===== src/rtl/branch_resolve_ctrl_pkg.sv =====
// branch_resolve_ctrl_pkg: shared funct3 codes, FSM states, IALIGN values and decision helpers
package branch_resolve_ctrl_pkg;
    localparam logic [2:0] BR_BEQ  = 3'b000;
    localparam logic [2:0] BR_BNE  = 3'b001;
    localparam logic [2:0] BR_BLT  = 3'b100;
    localparam logic [2:0] BR_BGE  = 3'b101;
    localparam logic [2:0] BR_BLTU = 3'b110;
    localparam logic [2:0] BR_BGEU = 3'b111;
    localparam int IALIGN_16 = 16;
    localparam int IALIGN_32 = 32;
    typedef enum logic [1:0] {IDLE, CMP, RES, REDIR} br_state_e;
    // 010/011 are the only unused branch encodings
    function automatic logic br_illegal(input logic [2:0] f);
        return f[2:1] == 2'b01;
    endfunction
    // bit 2 picks lt vs eq, bit 0 inverts the condition
    function automatic logic br_taken(input logic [2:0] f, input logic eq, input logic lt);
        return f[2] ? (lt ^ f[0]) : (eq ^ f[0]);
    endfunction
endpackage


===== src/rtl/branch_cmp_core.sv =====
// branch_cmp_core: combinational XLEN comparator with signed/unsigned select
module branch_cmp_core #(
    parameter int XLEN = 32
) (
    input  logic [XLEN-1:0] a_i,
    input  logic [XLEN-1:0] b_i,
    input  logic            unsigned_i,
    output logic            eq_o,
    output logic            lt_o
);
    assign eq_o = a_i == b_i;
    assign lt_o = unsigned_i ? (a_i < b_i) : ($signed(a_i) < $signed(b_i));
endmodule


===== src/rtl/branch_resolve_ctrl.sv =====
// branch_resolve_ctrl: execute-stage branch resolve FSM; BRANCH_STATS_EN adds saturating stat counters
module branch_resolve_ctrl
    import branch_resolve_ctrl_pkg::*;
#(
    parameter int XLEN   = 32,
    parameter int IALIGN = IALIGN_32
) (
    input  logic            clock,
    input  logic            reset,
    input  logic            req_valid,
    output logic            req_ready,
    input  logic [2:0]      req_funct3,
    input  logic [XLEN-1:0] req_rs1,
    input  logic [XLEN-1:0] req_rs2,
    input  logic [XLEN-1:0] req_pc,
    input  logic [XLEN-1:0] req_imm,
    input  logic            flush_in,
    output logic            redir_valid,
    input  logic            redir_ready,
    output logic [XLEN-1:0] redir_pc,
    output logic            done_valid,
    output logic            done_taken,
    output logic            done_exc,
`ifdef BRANCH_STATS_EN
    output logic [31:0]     stat_resolved,
    output logic [31:0]     stat_taken,
    output logic [31:0]     stat_exc,
`endif
    output logic            busy
);
    br_state_e       state_q;
    logic [2:0]      funct3_q;
    logic [XLEN-1:0] rs1_q, rs2_q, pc_q, imm_q, redir_pc_q;
    logic            redir_valid_q, done_q, taken_q, exc_q;
    logic            eq, lt, cond, misal, hs;
    logic [XLEN-1:0] target;

    branch_cmp_core #(.XLEN(XLEN)) u_cmp (
        .a_i        (rs1_q),
        .b_i        (rs2_q),
        .unsigned_i (funct3_q[2:1] == BR_BLTU[2:1]),
        .eq_o       (eq),
        .lt_o       (lt)
    );

    assign target = pc_q + imm_q;
    assign misal  = (IALIGN == IALIGN_16) ? target[0] : |target[1:0];
    assign cond   = br_taken(funct3_q, eq, lt);
    assign hs     = redir_valid_q & redir_ready & ~flush_in;

    // The redirect-accept pulse must appear in the handshake cycle itself, so it is
    // folded in from redir_ready; a same-cycle flush suppresses any report.
    assign req_ready   = (state_q == IDLE) & ~flush_in;
    assign busy        = state_q != IDLE;
    assign redir_valid = redir_valid_q;
    assign redir_pc    = redir_pc_q;
    assign done_valid  = ~flush_in & (done_q | hs);
    assign done_taken  = ~flush_in & ((done_q & taken_q) | hs);
    assign done_exc    = ~flush_in & done_q & exc_q;

    // Resolve FSM: decision is made on the CMP->RES edge so results are registered in RES
    always_ff @(posedge clock or posedge reset) begin
        if (reset) begin
            state_q       <= IDLE;
            funct3_q      <= '0;
            rs1_q         <= '0;
            rs2_q         <= '0;
            pc_q          <= '0;
            imm_q         <= '0;
            redir_pc_q    <= '0;
            redir_valid_q <= 1'b0;
            done_q        <= 1'b0;
            taken_q       <= 1'b0;
            exc_q         <= 1'b0;
        end else if (flush_in) begin
            state_q       <= IDLE;
            redir_valid_q <= 1'b0;
            done_q        <= 1'b0;
            taken_q       <= 1'b0;
            exc_q         <= 1'b0;
        end else begin
            case (state_q)
                IDLE: if (req_valid) begin
                    funct3_q <= req_funct3;
                    rs1_q    <= req_rs1;
                    rs2_q    <= req_rs2;
                    pc_q     <= req_pc;
                    imm_q    <= req_imm;
                    state_q  <= CMP;
                end
                CMP: begin
                    state_q <= RES;
                    if (br_illegal(funct3_q)) begin
                        done_q <= 1'b1;
                        exc_q  <= 1'b1;
                    end else if (cond && misal) begin
                        done_q  <= 1'b1;
                        exc_q   <= 1'b1;
                        taken_q <= 1'b1;
                    end else if (!cond) begin
                        done_q <= 1'b1;
                    end else begin
                        redir_valid_q <= 1'b1;
                        redir_pc_q    <= target;
                    end
                end
                RES, REDIR: begin
                    done_q  <= 1'b0;
                    taken_q <= 1'b0;
                    exc_q   <= 1'b0;
                    if (!redir_valid_q) state_q <= IDLE;
                    else if (redir_ready) begin
                        redir_valid_q <= 1'b0;
                        state_q       <= IDLE;
                    end else state_q <= REDIR;
                end
            endcase
        end
    end

`ifdef BRANCH_STATS_EN
    logic [31:0] res_q, tk_q, ex_q;
    assign stat_resolved = res_q;
    assign stat_taken    = tk_q;
    assign stat_exc      = ex_q;
    // Saturating counts of reported resolutions; flushed branches never raise done_valid
    always_ff @(posedge clock or posedge reset) begin
        if (reset) begin
            res_q <= '0;
            tk_q  <= '0;
            ex_q  <= '0;
        end else begin
            if (done_valid && ~&res_q) res_q <= res_q + 32'd1;
            if (done_taken && ~&tk_q) tk_q <= tk_q + 32'd1;
            if (done_exc && ~&ex_q) ex_q <= ex_q + 32'd1;
        end
    end
`endif
endmodule


===== config.mk =====
export PLATFORM = sky130hd
export DESIGN_NAME = branch_resolve_ctrl
export DESIGN_NICKNAME = d
export VERILOG_FILES = /design/src/rtl/branch_resolve_ctrl_pkg.sv /design/src/rtl/branch_cmp_core.sv /design/src/rtl/branch_resolve_ctrl.sv
export SDC_FILE = /design/constraint.sdc
export NUM_CORES = 1
export LEC_CHECK = 0
export BUFFER_PORTS_ARGS = -buffer_cell sky130_fd_sc_hd__buf_2
export CAP_MARGIN = 25
export CORE_AREA = 2 2 125 127
export DETAILED_ROUTE_END_ITERATION = 12
export DIE_AREA = 0 0 127 129
export HOLD_SLACK_MARGIN = 0.12
export PLACE_DENSITY = 0.85
export SYNTH_ARGS = -nofsm -noshare
export SYNTH_HDL_FRONTEND = slang
export SYNTH_HIERARCHICAL = 1
export SYNTH_SLANG_ARGS = --single-unit
export TNS_END_PERCENT = 50

===== constraint.sdc =====
create_clock -name clock -period 11.66 [get_ports clock]
set_clock_uncertainty 0.2 [all_clocks]
set_input_delay 1.166 -clock clock [delete_from_list [all_inputs] [get_ports clock]]
set_output_delay 1.166 -clock clock [all_outputs]
set_load 0.05 [all_outputs]

Yosys cells after proc, flatten, opt, wreduce, memory -nomap -nowiden --
Cells that the tools add are included.
Word-level totals: register bits 169
Cells by class: add/sub/neg operators 1, $lt $le $gt $ge 2, equal/unequal tests 13, muxes and demuxes 26, bitwise gates (word level) 15, reductions and logical operators 12
Operator list (number):
- 32-bit less-than comparator | 2
- 32-bit adder | 1
- 32-bit equality test | 1
- 1-bit two-way mux | 17
- 3-bit != test (second input constant) | 5
- 1-bit AND | 8
- 2-bit two-way mux | 4
- 1-bit one-hot mux with 2 select lines | 4
- 2-bit equality test (second input constant) | 3
- 2-bit one-hot mux with 3 select lines | 1
- 3-bit AND reduction | 2
- 5-bit != test (second input constant) | 1
- 5-bit AND reduction | 1
- 2-bit by 1-bit equality test with 1-bit output (second input constant) | 2
- 4-bit != test (second input constant) | 1
- 2-bit AND reduction | 2
- 4-bit AND reduction | 1
- 2-bit OR reduction | 2
- 1-bit inverter | 3
- 3-bit nonzero test | 1
- 2-bit zero test | 1
- 1-bit bitwise OR | 2
- 2-bit nonzero test | 1
- 1-bit XOR | 2
- 1-bit logical AND | 1

Depth between registers and ports, before layout --
Gate-level depths: netlist of run 1.
word-level depth 9, mapped depth 16, depth with buffers taken out 14

Hierarchy --
Netlist of run 1, hierarchy kept.
By module, submodules not included:
- branch_resolve_ctrl | times used 1, cells each 644, area each 8008.9 sq um
- branch_cmp_core | times used 1, cells each 112, area each 814.5 sq um

Worst setup path after synthesis of run 1 --
No wires, ideal clock.
path type input to output, from input port flush_in, to output port done_exc, arrival 2.025 ns, data required time 10.294 ns, path slack 8.269 ns, cell stages on the path 2, cell sequence clkbuf_1 > nor2_1
On the way: word-level cells in the longest chain between the ends 3
RTL lines:
- start: declaration | RTL line branch_resolve_ctrl.sv:17 | input logic flush_in,
- 1-bit inverter (no line)
- 1-bit AND (2 in a row) | RTL line branch_resolve_ctrl.sv:59 | assign done_exc = ~flush_in & done_q & exc_q;
- end: declaration | RTL line branch_resolve_ctrl.sv:23 | output logic done_exc,
Every way passes these cells.

Worst setup path after layout of run 1 --
from register rs1_q[11], to register redir_pc_q[30] (netlist: redir_pc[30])
On the way: word-level cells in the longest chain between the ends 7
RTL lines:
- start: declaration | RTL line branch_resolve_ctrl.sv:33 | logic [XLEN-1:0] rs1_q, rs2_q, pc_q, imm_q, redir_pc_q;
- start signal: assignment | RTL line branch_resolve_ctrl.sv:85 | rs1_q <= req_rs1;
- 32-bit less-than comparator | RTL line branch_cmp_core.sv:12 | assign lt_o = unsigned_i ? (a_i < b_i) : ($signed(a_i) < $signed(b_i));
- 1-bit two-way mux (*) | RTL line branch_cmp_core.sv:12
- via lt | RTL line branch_resolve_ctrl.sv:35 | logic eq, lt, cond, misal, hs;
- 1-bit XOR (*) | RTL line branch_resolve_ctrl_pkg.sv:18 | return f[2] ? (lt ^ f[0]) : (eq ^ f[0]);
- 1-bit two-way mux (*) | RTL line branch_resolve_ctrl_pkg.sv:18
- 1-bit logical AND | RTL line branch_resolve_ctrl.sv:96 | end else if (cond && misal) begin
- 1-bit inverter (no line)
- 5-bit AND reduction (no line) (*)
- end signal: assignment | RTL line branch_resolve_ctrl.sv:104 | redir_pc_q <= target;
- end: declaration | RTL line branch_resolve_ctrl.sv:33
Mark *: on every way through the listed nets, which the timed path passes. The rest lies on a longest branch. A chain may end at the register's enable or synchronous reset.

==> out/results.tsv, run 1 <==
stage	metric	value	unit
detailed_routing	DR DRC count	0	
cells_and_area	number of fill cells in the layout	1129	
logic_synthesis	EDFF count, synth	0	
global_route	via count of the first global-routing pass	6282	
logic_synthesis	Post-Syn Area per Cell	11.7	um2
cells_and_area	non-filler instance count after layout	1123	
critical_path	terminus of the critical flop-to-flop path	redir_pc[30]	
die	area of the core region	0.0150	mm2
logic_synthesis	cell count after synthesis	756	
sta	worst slew margin relative to its limit	33.1	%
detailed_routing	vias per inst	5.61	
die	Rows	45	
placement	routability-driven placement congestion ratio	0.878	
die	starting utilization of the core area	58.9	%
cells_and_area	proportion of layout cells with a drive suffix above 1	39.2	%
clock_tree	insertion delay to the later sink of the worst-skew pair	0.42	ns
cells_and_area	post-route design area	0.0103	mm2
logic_synthesis	count of distinct cell types in the synthesized netlist	65	
logic_synthesis	synthesized net count	956	
sta	Final Max Tran Viols	0	
placement	area post-placement	0.00976	mm2
logic_synthesis	number of warnings reported in the yosys synthesis log	6	
logic_synthesis	flip-flop and latch count after synthesis	169	
critical_path	launch point of the worst reg-to-reg path	rs1_q[11]	
clock_tree	H-tree levels	4	
detailed_routing	top layer reached by signal wires	met4	
sta	worst hold slack after final layout	0.277	ns
logic_synthesis	part of the Yosys area used for sequential elements	47.9	%
placement	placed cells	1089	
logic_synthesis	cell area after synthesis	0.00882	mm2
critical_path	biggest fanout along the worst timing path	59	
cells_and_area	Util after Layout	69.1	%
logic_synthesis	cells taking the most area after synthesis	sky130_fd_sc_hd__dfrtp_1 (48%), sky130_fd_sc_hd__mux2_2 (17%), sky130_fd_sc_hd__ha_1 (8.9%)	
clock_tree	CTS Buf Count	17	
die	Die X	127	um
global_route	residual overflow from global routing	0	
pwr	VDD IR max	0.128	mV
sta	unrepaired setup endpoints after global routing	false	
clock_tree	library cell used as clock root buffer	sky130_fd_sc_hd__clkbuf_16	
placement	HPWL after DPL	13600	um
detailed_routing	met1 wire length	8080	um
die	die height	129	um
sta	final hold violation count	0	
detailed_routing	iteration count of the initial detailed-routing pass	4	
critical_path	slack of the worst reg-to-reg path	7.24	ns
pwr	ratio of total power to cell area	222	mW/mm2
detailed_routing	average routed wire per standard cell	16.5	um
sta	final period utilization	37.9	%
sta	minimum period implied by the final worst setup slack	4.42	ns
placement	pre-CTS setup slack	7.34	ns
cells_and_area	most frequent standard cell in the layout excluding fill and tap cells	sky130_fd_sc_hd__buf_2	
logic_synthesis	share of synthesized registers carrying an async set or reset	100	%
critical_path	worst path required time	11.81	ns
logic_synthesis	flip-flop cell with the highest count after synthesis	sky130_fd_sc_hd__dfrtp_1	
die	Die ar.	0.0164	mm2
sta	final count of negative-setup-slack endpoints	0	
critical_path	CP Launch Point	rs1_q[11]	
global_route	combined global-route utilization of all metal layers	23.6	%
cells_and_area	most frequent cells in the layout	sky130_fd_sc_hd__buf_2 (173), sky130_fd_sc_hd__dfrtp_1 (169), sky130_fd_sc_hd__mux2_2 (132)	
pwr	leakage power	4.96	nW
min_path	Hold Path Class	flip-flop to flip-flop	
clock_tree	number of buffers between clock root and the deepest sink	2	
logic_synthesis	cell taking the most area after synthesis	sky130_fd_sc_hd__dfrtp_1	
outcome	status	finished clean	
sta	setup TNS	0	ns
clock_tree	hold-fix buffer count after cts	0	
detailed_routing	detailed route wirelength on metal3	837	um
global_route	pin count of the biggest net entering global routing	111	
die	top-level I/O count	174	
sta	maximum clock rate	226	MHz
sta	transition time at the pin with the least slew margin	1.00	ns
critical_path	Worst Setup Start Kind	flip-flop	
cells_and_area	area growth from synthesis to layout	17.3	%
clock_tree	Post-CTS Setup Inserts	0	
logic_synthesis	Yosys top cell area share	47.9	%
critical_path	kind of end point of the critical path	flip-flop	
detailed_routing	Total Routed Length	18600	um
global_route	wire length of the first global-routing pass	30500	um
critical_path	Setup crit end	redir_pc[30]	
detailed_routing	post-detailed-route count of antenna-violating nets	0	
detailed_routing	Iter 0 DRT Violations	457	
pwr	post-layout total power	2.30	mW
sta	slack of the critical path	7.24	ns
global_route	number of antenna violations at the first check in global routing	2	
clock_tree	clock tree from TritonCTS	built	
clock_tree	Num Clock Sinks	169	
run	Max Cap Viol	0	
detailed_routing	Routed met2 length	9210	um
detailed_routing	total number of vias	6297	
placement	number of buffers added on ports	173	
critical_path	crit path DAT	4.57	ns
critical_path	Crit Path Class	flip-flop to flip-flop	
critical_path	cells on worst reg2reg path	12	
cells_and_area	Net count, final	1121	
clock_tree	count of instances resized after the clock tree is built	0	
clock_tree	clock-pin transition on the worst setup and hold timing paths	0.06	ns
[power by group]
part / internal, mW / switching, mW
combinational: 0.356 / 0.585
sequential: 0.732 / 0.0894
clock: 0.319 / 0.221
total: 1.41 / 0.895
[cell type report]
type	instances	area, um2	area share, %
tap	188	235	2.27
antenna	2	5.00	0.0484
sequential	169	4230	40.9
inverter	42	163	1.57
clock buffer	23	458	4.42
multi-input combinational	515	4260	41.1
clock inverter	8	96.3	0.931
timing repair buffer	176	908	8.78
[critical path, cell delays in order, from the launching register on]
cell                       delay, ns
sky130_fd_sc_hd__dfrtp_1        0.38
sky130_fd_sc_hd__ha_1           0.32
sky130_fd_sc_hd__nand4_1        0.17
sky130_fd_sc_hd__nor4_1         0.54
sky130_fd_sc_hd__a21boi_0       0.33
sky130_fd_sc_hd__o31a_1         0.21
sky130_fd_sc_hd__o32ai_1        0.10
sky130_fd_sc_hd__nand2b_1       0.19
sky130_fd_sc_hd__o311ai_2       0.12
sky130_fd_sc_hd__nand4_2        0.20
sky130_fd_sc_hd__or3_2          0.85
sky130_fd_sc_hd__or4_1          0.63
sky130_fd_sc_hd__nand3_1        0.09
[worst min-delay path by stage]
stage | from | end | slack (ns) | cells past startpoint
finish | redir_pc[26] | redir_pc[26] | 0.28 | 2
global route | redir_pc[5] | redir_pc[5] | 0.31 | 2
CTS | redir_pc[23] | redir_pc[23] | 0.28 | 2
detailed placement | redir_pc[23] | redir_pc[23] | 0.27 | 2
global placement | redir_pc[23] | redir_pc[23] | 0.26 | 2
floorplan | rs1_q[0] | rs1_q[0] | 0.28 | 1
[cells in the mapped netlist (4+ instances only)]
cell type,instances
sky130_fd_sc_hd__dfrtp_1,169
sky130_fd_sc_hd__mux2_2,132
sky130_fd_sc_hd__ha_1,63
sky130_fd_sc_hd__nand2_1,59
sky130_fd_sc_hd__a21oi_1,48
sky130_fd_sc_hd__inv_1,42
sky130_fd_sc_hd__o21ai_0,35
sky130_fd_sc_hd__nor2_1,18
sky130_fd_sc_hd__xor2_1,18
sky130_fd_sc_hd__buf_2,17
sky130_fd_sc_hd__nand4_1,13
sky130_fd_sc_hd__xnor2_1,12
sky130_fd_sc_hd__nand3_1,10
sky130_fd_sc_hd__a21o_1,9
sky130_fd_sc_hd__nor3_1,9
sky130_fd_sc_hd__and2_1,6
sky130_fd_sc_hd__clkbuf_1,5
sky130_fd_sc_hd__o211ai_1,5
sky130_fd_sc_hd__o21ai_1,5
sky130_fd_sc_hd__o21ai_2,5
sky130_fd_sc_hd__a21o_2,4
sky130_fd_sc_hd__clkbuf_8,4
sky130_fd_sc_hd__nand2b_1,4
sky130_fd_sc_hd__nor4_1,4
[per-layer routing]
metal	global-route usage [%]	vias up
met2	39.4	149
met4	7.89	0
li1	-	3039
met3	5.65	30
met5	0	-
met1	30.6	3079
[cell families after synthesis]
logic type | after synthesis | synth area share, %
adder cells (fa/ha/maj) | 64 | 9.16
buffers and inverters | 72 | 3.89
AND/OR/NAND/NOR | 138 | 7.52
flip-flops | 169 | 47.9
multiplexers | 132 | 16.8
XOR/XNOR | 30 | 2.98
AO/OA/AOI/OAI | 151 | 11.7
[registers in the layout, summed over array words and instances (netlist names)]
name / count
redir_pc: 32
funct3_q: 3
state_q: 2
rs2_q: 32
pc_q: 32
rs1_q: 32
taken_q: 1
exc_q: 1
redir_valid: 1
done_q: 1
imm_q: 32
No activity file was read; power rests on OpenSTA's default activity.
==> inputs of run 2 (changes only) <==
--- a/config.mk
+++ b/config.mk
@@ -7,11 +7,11 @@
 export LEC_CHECK = 0
 export BUFFER_PORTS_ARGS = -buffer_cell sky130_fd_sc_hd__buf_2
 export CAP_MARGIN = 25
-export CORE_AREA = 2 2 125 127
+export CORE_AREA = 2 2 136 138
 export DETAILED_ROUTE_END_ITERATION = 12
-export DIE_AREA = 0 0 127 129
+export DIE_AREA = 0 0 138 140
 export HOLD_SLACK_MARGIN = 0.12
-export PLACE_DENSITY = 0.85
+export PLACE_DENSITY = 0.77
 export SYNTH_ARGS = -nofsm -noshare
 export SYNTH_HDL_FRONTEND = slang
 export SYNTH_HIERARCHICAL = 1
==> constraint.sdc (replaced) <==
create_clock -name clock -period 4.05 [get_ports clock]
set_clock_uncertainty 0.2 [all_clocks]
set_input_delay 0.405 -clock clock [delete_from_list [all_inputs] [get_ports clock]]
set_output_delay 0.405 -clock clock [all_outputs]
set_load 0.05 [all_outputs]
==> run 2 against run 1 <==
  * Power grew to 3.0 times the previous value
  * Routed wire length grew 20%
  * Register-to-register slack lost 7.0 ns
  * Fmax grew 17%
  * Sequential share of layout area shrank 5.1 points
  * Clock power grew to 2.9 times the previous value
  * First-iteration DRC count shrank 37%
  * Cell area grew 14%
  * Final cell count grew 16%
  * Clock-buffer cell count grew 1
  * Flip-flop and latch count is the same
  * Non-clock buffer count grew 142
  * Critical path type unchanged
  * Largest power group unchanged
==> out/results.tsv, run 2 (synthesis gave the netlist of run 1 again) <==
stage	metric	value	unit	change
clock_tree	clock tree from TritonCTS	built		
placement	number of buffers added on ports	173		unchanged
clock_tree	library cell used as clock root buffer	sky130_fd_sc_hd__clkbuf_16		
clock_tree	CTS Buf Count	17		unchanged
clock_tree	Num Clock Sinks	169		unchanged
die	Die ar.	0.0193	mm2	+18%
critical_path	critical-path cell list	ha_1 > nand4_1 > nor4_1 > buf_4 > a21boi_0 > o31a_1 > o32ai_1 > nand2b_1 > o311ai_2 > nand4_2 > or3_2 > or4_1 > nand3_1		
detailed_routing	vias per inst	5.30		-5.6%
critical_path	biggest fanout along the worst timing path	4		-93%
critical_path	dominant delay contributor by cell family on the critical path	simple AND/OR/NAND/NOR gates		
detailed_routing	Total Routed Length	22300	um	+20%
die	Rows	49		+8.9%
sta	minimum period implied by the final worst setup slack	3.79	ns	-0.633 ns
sta	final period utilization	93.6	%	+56 points
critical_path	Critical Path Slowest Stage Cell	sky130_fd_sc_hd__or4_1		
sta	final hold violation count	0		unchanged
detailed_routing	Iter 0 DRT Violations	286		-37%
global_route	combined global-route utilization of all metal layers	23.5	%	-0.065 points
critical_path	kind of end point of the critical path	flip-flop		
detailed_routing	total number of vias	6926		+10%
cells_and_area	Net count, final	1263		+13%
sta	slack of the critical path	0.260	ns	-6.98 ns
detailed_routing	average routed wire per standard cell	17.0	um	+3.1%
placement	routability-driven placement congestion ratio	0.841		-4.2%
sta	worst slew margin relative to its limit	54.6	%	+22 points
placement	HPWL after DPL	13900	um	+2.5%
pwr	ratio of total power to cell area	575	mW/mm2	+160%
clock_tree	clock-pin transition on the worst setup and hold timing paths	0.06	ns	about the same
outcome	status	finished clean		
cells_and_area	area growth from synthesis to layout	34.1	%	
min_path	Hold Path Class	primary input to asynchronous set/reset pin		
cells_and_area	most frequent standard cell in the layout excluding fill and tap cells	sky130_fd_sc_hd__buf_2		
critical_path	total buffers and inverters traversed by the critical path	1		+1
sta	maximum clock rate	264	MHz	+17%
global_route	pin count of the biggest net entering global routing	93		-16%
global_route	via count of the first global-routing pass	7281		+16%
detailed_routing	iteration count of the initial detailed-routing pass	4		unchanged
die	Die X	138	um	+8.7%
pwr	leakage power	5.56	nW	+12%
pwr	VDD IR max	0.351	mV	+170%
cells_and_area	proportion of layout cells with a drive suffix above 1	34.7	%	-4.5 points
run	Max Cap Viol	0		unchanged
die	die height	140	um	+8.5%
clock_tree	insertion delay to the later sink of the worst-skew pair	0.42	ns	about the same
critical_path	slowest stage delay, CP	0.52	ns	-0.33 ns
detailed_routing	post-detailed-route count of antenna-violating nets	0		unchanged
clock_tree	H-tree levels	4		unchanged
die	starting utilization of the core area	49.6	%	-9.3 points
global_route	wire length of the first global-routing pass	36500	um	+20%
cells_and_area	most frequent cells in the layout	sky130_fd_sc_hd__buf_2 (173), sky130_fd_sc_hd__dfrtp_1 (169), sky130_fd_sc_hd__dlygate4sd3_1 (136)		
die	top-level I/O count	174		unchanged
sta	final count of negative-setup-slack endpoints	0		unchanged
sta	Final Max Tran Viols	0		unchanged
sta	setup TNS	0	ns	unchanged
placement	pre-CTS setup slack	0.336	ns	-7.00 ns
global_route	residual overflow from global routing	0		unchanged
critical_path	Crit Path Class	flip-flop to flip-flop		
critical_path	worst path required time	4.20	ns	-7.61 ns
clock_tree	count of instances resized after the clock tree is built	0		unchanged
critical_path	crit path DAT	3.94	ns	-0.63 ns
global_route	number of antenna violations at the first check in global routing	4		+2
sta	unrepaired setup endpoints after global routing	false		
sta	transition time at the pin with the least slew margin	0.681	ns	-0.323 ns
clock_tree	number of buffers between clock root and the deepest sink	2		unchanged
critical_path	Worst Setup Start Kind	flip-flop		
detailed_routing	DR DRC count	0		unchanged
die	area of the core region	0.0178	mm2	+19%
run 2: cell count changes in the layout (fill, tap and decap cells not counted), moves of 2 or more:
| cell | before | now |
|---|---|---|
| sky130_fd_sc_hd__buf_12 | 0 | 3 |
| sky130_fd_sc_hd__clkbuf_1 | 5 | 3 |
| sky130_fd_sc_hd__clkinv_2 | 4 | 2 |
| sky130_fd_sc_hd__dlygate4sd3_1 | 0 | 136 |
| sky130_fd_sc_hd__diode_2 | 2 | 5 |
| sky130_fd_sc_hd__buf_4 | 2 | 6 |
| sky130_fd_sc_hd__clkbuf_8 | 1 | 4 |
run 2: tightest hold or removal path: stages:
cell and delay, ns:
sky130_fd_sc_hd__dlygate4sd3_1 0.53, sky130_fd_sc_hd__buf_2 0.13, sky130_fd_sc_hd__clkinvlp_4 0.09
run 2: area by class of cell:
type,count,area [um2]
fill,1317,5950
timing repair buffer,318,2330
clock buffer,24,492
tap,229,287
clock inverter,6,65.1
inverter,42,161
multi-input combinational,515,4260
antenna,5,12.5
sequential,169,4230
run 2: worst paths after layout:
check,endpoint,start,cells after the start,slack (ns)
min in group clock,redir_pc[24],redir_pc[24],2,0.28
worst min register to register,redir_pc[24],redir_pc[24],2,0.28
max in group asynchronous,imm_q[1],reset,5,2.48
worst max register to register,redir_pc[30],rs1_q[14],13,0.26
worst max-delay path,redir_pc[30],rs1_q[14],13,0.26
worst min-delay path,funct3_q[0],reset,3,0.20
run 2: repair_timing:
action                                  in CTS  in global routing
buffers inserted                             0                  0
hold endpoints to repair                   177                  0
hold buffers                               136                  0
endpoints found under the setup margin       0                  0
run 2: through the flow:
step / power [mW] / utilization (%) / cell area (um2) / hold slack [ns] / instances
after detailed placement: 5.09 / 55.6 / 9880 / 0.270 / 1136
after global routing: 7.21 / 66.5 / 11800 / 0.220 / 1307
final: 6.80 / 66.6 / 11800 / 0.202 / 1308
after floorplan: 4.45 / - / 8830 / 0.281 / 756
after CTS: 6.76 / 66.4 / 11800 / 0.284 / 1302
after global placement: 5.03 / 55.6 / 9880 / 0.259 / 1136
run 2: power by group:
group	internal [mW]	leakage (nW)	switching (mW)
Clock	0.907	0.273	0.649
Sequential	2.11	2.01	0.269
Combinational	1.12	3.28	1.75
Total	4.14	5.56	2.66
run 2: metal layers:
metal / vias to the layer above / part of all wire, % / global-route usage, %
li1: 3337 / - / -
met1: 3365 / 43 / 29.3
met2: 180 / 50 / 40.2
met3: 44 / 3.3 / 4.75
met4: 0 / 3.1 / 9.67
met5: - / 0 / 0
==> inputs of run 3 (changes only) <==
==> constraint.sdc (replaced) <==
create_clock -name clock -period 4.05 [get_ports clock]
set_clock_uncertainty 0.2 [all_clocks]
set_input_delay 0 -clock clock [delete_from_list [all_inputs] [get_ports clock]]
set_output_delay 0 -clock clock [all_outputs]
set_load 0.05 [all_outputs]
==> run 3 against run 2 <==
  * Critical path depth is the same
  * Die area stayed put
  * Clock-buffer cell count shrank 3
  * Fmax increased by 0.40%
  * Register-to-register slack gained 0.02 ns
  * Core utilization up 0.42 points
==> out/results.tsv, run 3 (synthesis gave the netlist of run 1 again) <==
stage	metric	value	unit	change
detailed_routing	DR DRC count	0		unchanged
die	Die ar.	0.0193	mm2	unchanged
run	Max Cap Viol	0		unchanged
global_route	via count of the first global-routing pass	7315		+0.47%
die	top-level I/O count	174		unchanged
sta	worst slew margin relative to its limit	32.9	%	-22 points
placement	HPWL after DPL	13900	um	-0.14%
global_route	pin count of the biggest net entering global routing	170		+83%
cells_and_area	Util after Layout	67.0	%	+0.42 points
global_route	number of antenna violations at the first check in global routing	2		-2
cells_and_area	combined area of the multi-input logic cells	0.00426	mm2	unchanged
sta	transition time at the pin with the least slew margin	1.01	ns	+0.326 ns
clock_tree	count of instances resized after the clock tree is built	0		unchanged
cells_and_area	sequential cell area in the final layout	0.00423	mm2	unchanged
global_route	wire length of the first global-routing pass	36000	um	-1.6%
critical_path	dominant delay contributor by cell family on the critical path	simple AND/OR/NAND/NOR gates		
clock_tree	H-tree levels	4		unchanged
placement	routability-driven placement congestion ratio	0.845		+0.39%
clock_tree	clock-pin transition on the worst setup and hold timing paths	0.06	ns	about the same
clock_tree	Post-CTS Setup Inserts	0		unchanged
clock_tree	library cell used as clock root buffer	sky130_fd_sc_hd__clkbuf_16		
critical_path	crit path DAT	3.93	ns	about the same
cells_and_area	proportion of layout cells with a drive suffix above 1	34.8	%	about the same
clock_tree	clock tree from TritonCTS	built		
cells_and_area	Net count, final	1264		+0.079%
critical_path	slowest stage delay, CP	0.52	ns	about the same
sta	final count of negative-setup-slack endpoints	0		unchanged
die	die height	140	um	unchanged
pwr	VDD IR max	0.329	mV	-6.3%
critical_path	total buffers and inverters traversed by the critical path	1		unchanged
cells_and_area	most frequent cells in the layout	sky130_fd_sc_hd__buf_2 (173), sky130_fd_sc_hd__dfrtp_1 (169), sky130_fd_sc_hd__dlygate4sd3_1 (139)		
min_path	Hold Path Class	primary input to asynchronous set/reset pin		
critical_path	Critical Path Slowest Stage Cell	sky130_fd_sc_hd__or4_1		
global_route	residual overflow from global routing	0		unchanged
detailed_routing	Total Routed Length	21600	um	-3.2%
clock_tree	Num Clock Sinks	169		unchanged
detailed_routing	average routed wire per standard cell	16.5	um	-3.1%
critical_path	Worst Setup Start Kind	flip-flop		
sta	maximum clock rate	265	MHz	+0.40%
critical_path	critical-path cell list	ha_1 > nand4_1 > nor4_1 > buf_4 > a21boi_0 > o31a_1 > o32ai_1 > nand2b_1 > o311ai_2 > nand4_2 > or3_2 > or4_1 > nand3_1		
pwr	leakage power	5.60	nW	+0.58%
cells_and_area	most frequent standard cell in the layout excluding fill and tap cells	sky130_fd_sc_hd__buf_2		
sta	minimum period implied by the final worst setup slack	3.77	ns	-0.0152 ns
die	Rows	49		unchanged
sta	Final Max Tran Viols	0		unchanged
sta	final period utilization	93.2	%	-0.37 points
die	area of the core region	0.0178	mm2	unchanged
detailed_routing	post-detailed-route count of antenna-violating nets	0		unchanged
detailed_routing	iteration count of the initial detailed-routing pass	7		+3
clock_tree	number of buffers between clock root and the deepest sink	2		unchanged
die	starting utilization of the core area	49.6	%	unchanged
clock_tree	hold-fix buffer count after cts	139		+2.2%
detailed_routing	Iter 0 DRT Violations	354		+24%
cells_and_area	area growth from synthesis to layout	35.0	%	
sta	final hold violation count	0		unchanged
cells_and_area	number of fill cells in the layout	1264		-4.0%
detailed_routing	vias per inst	5.30		about the same
critical_path	worst path required time	4.20	ns	about the same
critical_path	kind of end point of the critical path	flip-flop		
critical_path	biggest fanout along the worst timing path	4		unchanged
global_route	combined global-route utilization of all metal layers	23.0	%	-0.52 points
placement	number of buffers added on ports	173		unchanged
sta	setup TNS	0	ns	unchanged
outcome	status	finished clean		
die	Die X	138	um	unchanged
clock_tree	CTS Buf Count	17		unchanged
critical_path	Crit Path Class	flip-flop to flip-flop		
pwr	ratio of total power to cell area	586	mW/mm2	+2.0%
detailed_routing	total number of vias	6926		unchanged
clock_tree	insertion delay to the later sink of the worst-skew pair	0.42	ns	about the same
sta	unrepaired setup endpoints after global routing	false		
[run 3: cell types whose count changed in the layout (fill, tap and decap cells not counted), moves of 2 or more]
cell | before | now
sky130_fd_sc_hd__dlygate4sd3_1 | 136 | 139
sky130_fd_sc_hd__bufinv_16 | 1 | 4
sky130_fd_sc_hd__clkbuf_1 | 3 | 1
sky130_fd_sc_hd__diode_2 | 5 | 2
[run 3: where the power goes]
group	switching, mW	leakage [nW]	total, mW	internal, mW
clock	0.668	0.306	1.75	1.08
sequential	0.265	2.01	2.37	2.11
combinational	1.74	3.28	2.86	1.12
total	2.67	5.60	6.98	4.31
[run 3: cell type report]
cell class,count,share of cell area [%]
Clock inverter,10,1.40
Timing Repair Buffer,319,19.6
Antenna cell,2,0.0420
Clock buffer,21,3.95
Sequential cell,169,35.5
Tap cell,229,2.41
Inverter,42,1.36
Multi-Input combinational cell,515,35.7
[run 3: tightest hold or removal path, delay by kind of cell]
kind	cells	cell delay, ns
buf+inv	4	1.25
[run 3: final timing paths]
kind / startpoint / endpoint / slack, ns / cells after the start
min reg2reg: redir_pc[24] / redir_pc[24] / 0.27 / 2
max: rs1_q[14] / redir_pc[30] / 0.28 / 13
min: reset / imm_q[2] / 0.1 / 4
max reg2reg: rs1_q[14] / redir_pc[30] / 0.28 / 13
min in group clock: req_imm[26] / imm_q[26] / 0.14 / 3
max in group asynchronous: reset / rs2_q[21] / 2.72 / 4
[run 3: per-stage QoR]
step	power [mW]	cell area (um2)	std cells	hold slack (ns)	setup WS [ns]
after floorplan	4.45	8830	756	-0.0832	0.709
after global placement	5.02	9880	1135	0.00379	0.496
after detailed placement	5.09	9880	1135	0.0351	0.384
after CTS	6.97	11900	1305	0.122	0.355
after global routing	7.42	11900	1307	0.124	0.00357
final	6.98	11900	1307	0.0987	0.275
[run 3: metal layers]
metal | track usage, % | vias up | share of wire [%]
li1 | - | 3329 | -
met1 | 28.1 | 3339 | 43
met2 | 38.3 | 190 | 49
met3 | 5.03 | 68 | 3.7
met4 | 12.1 | 0 | 4.6
met5 | 0 | - | 0
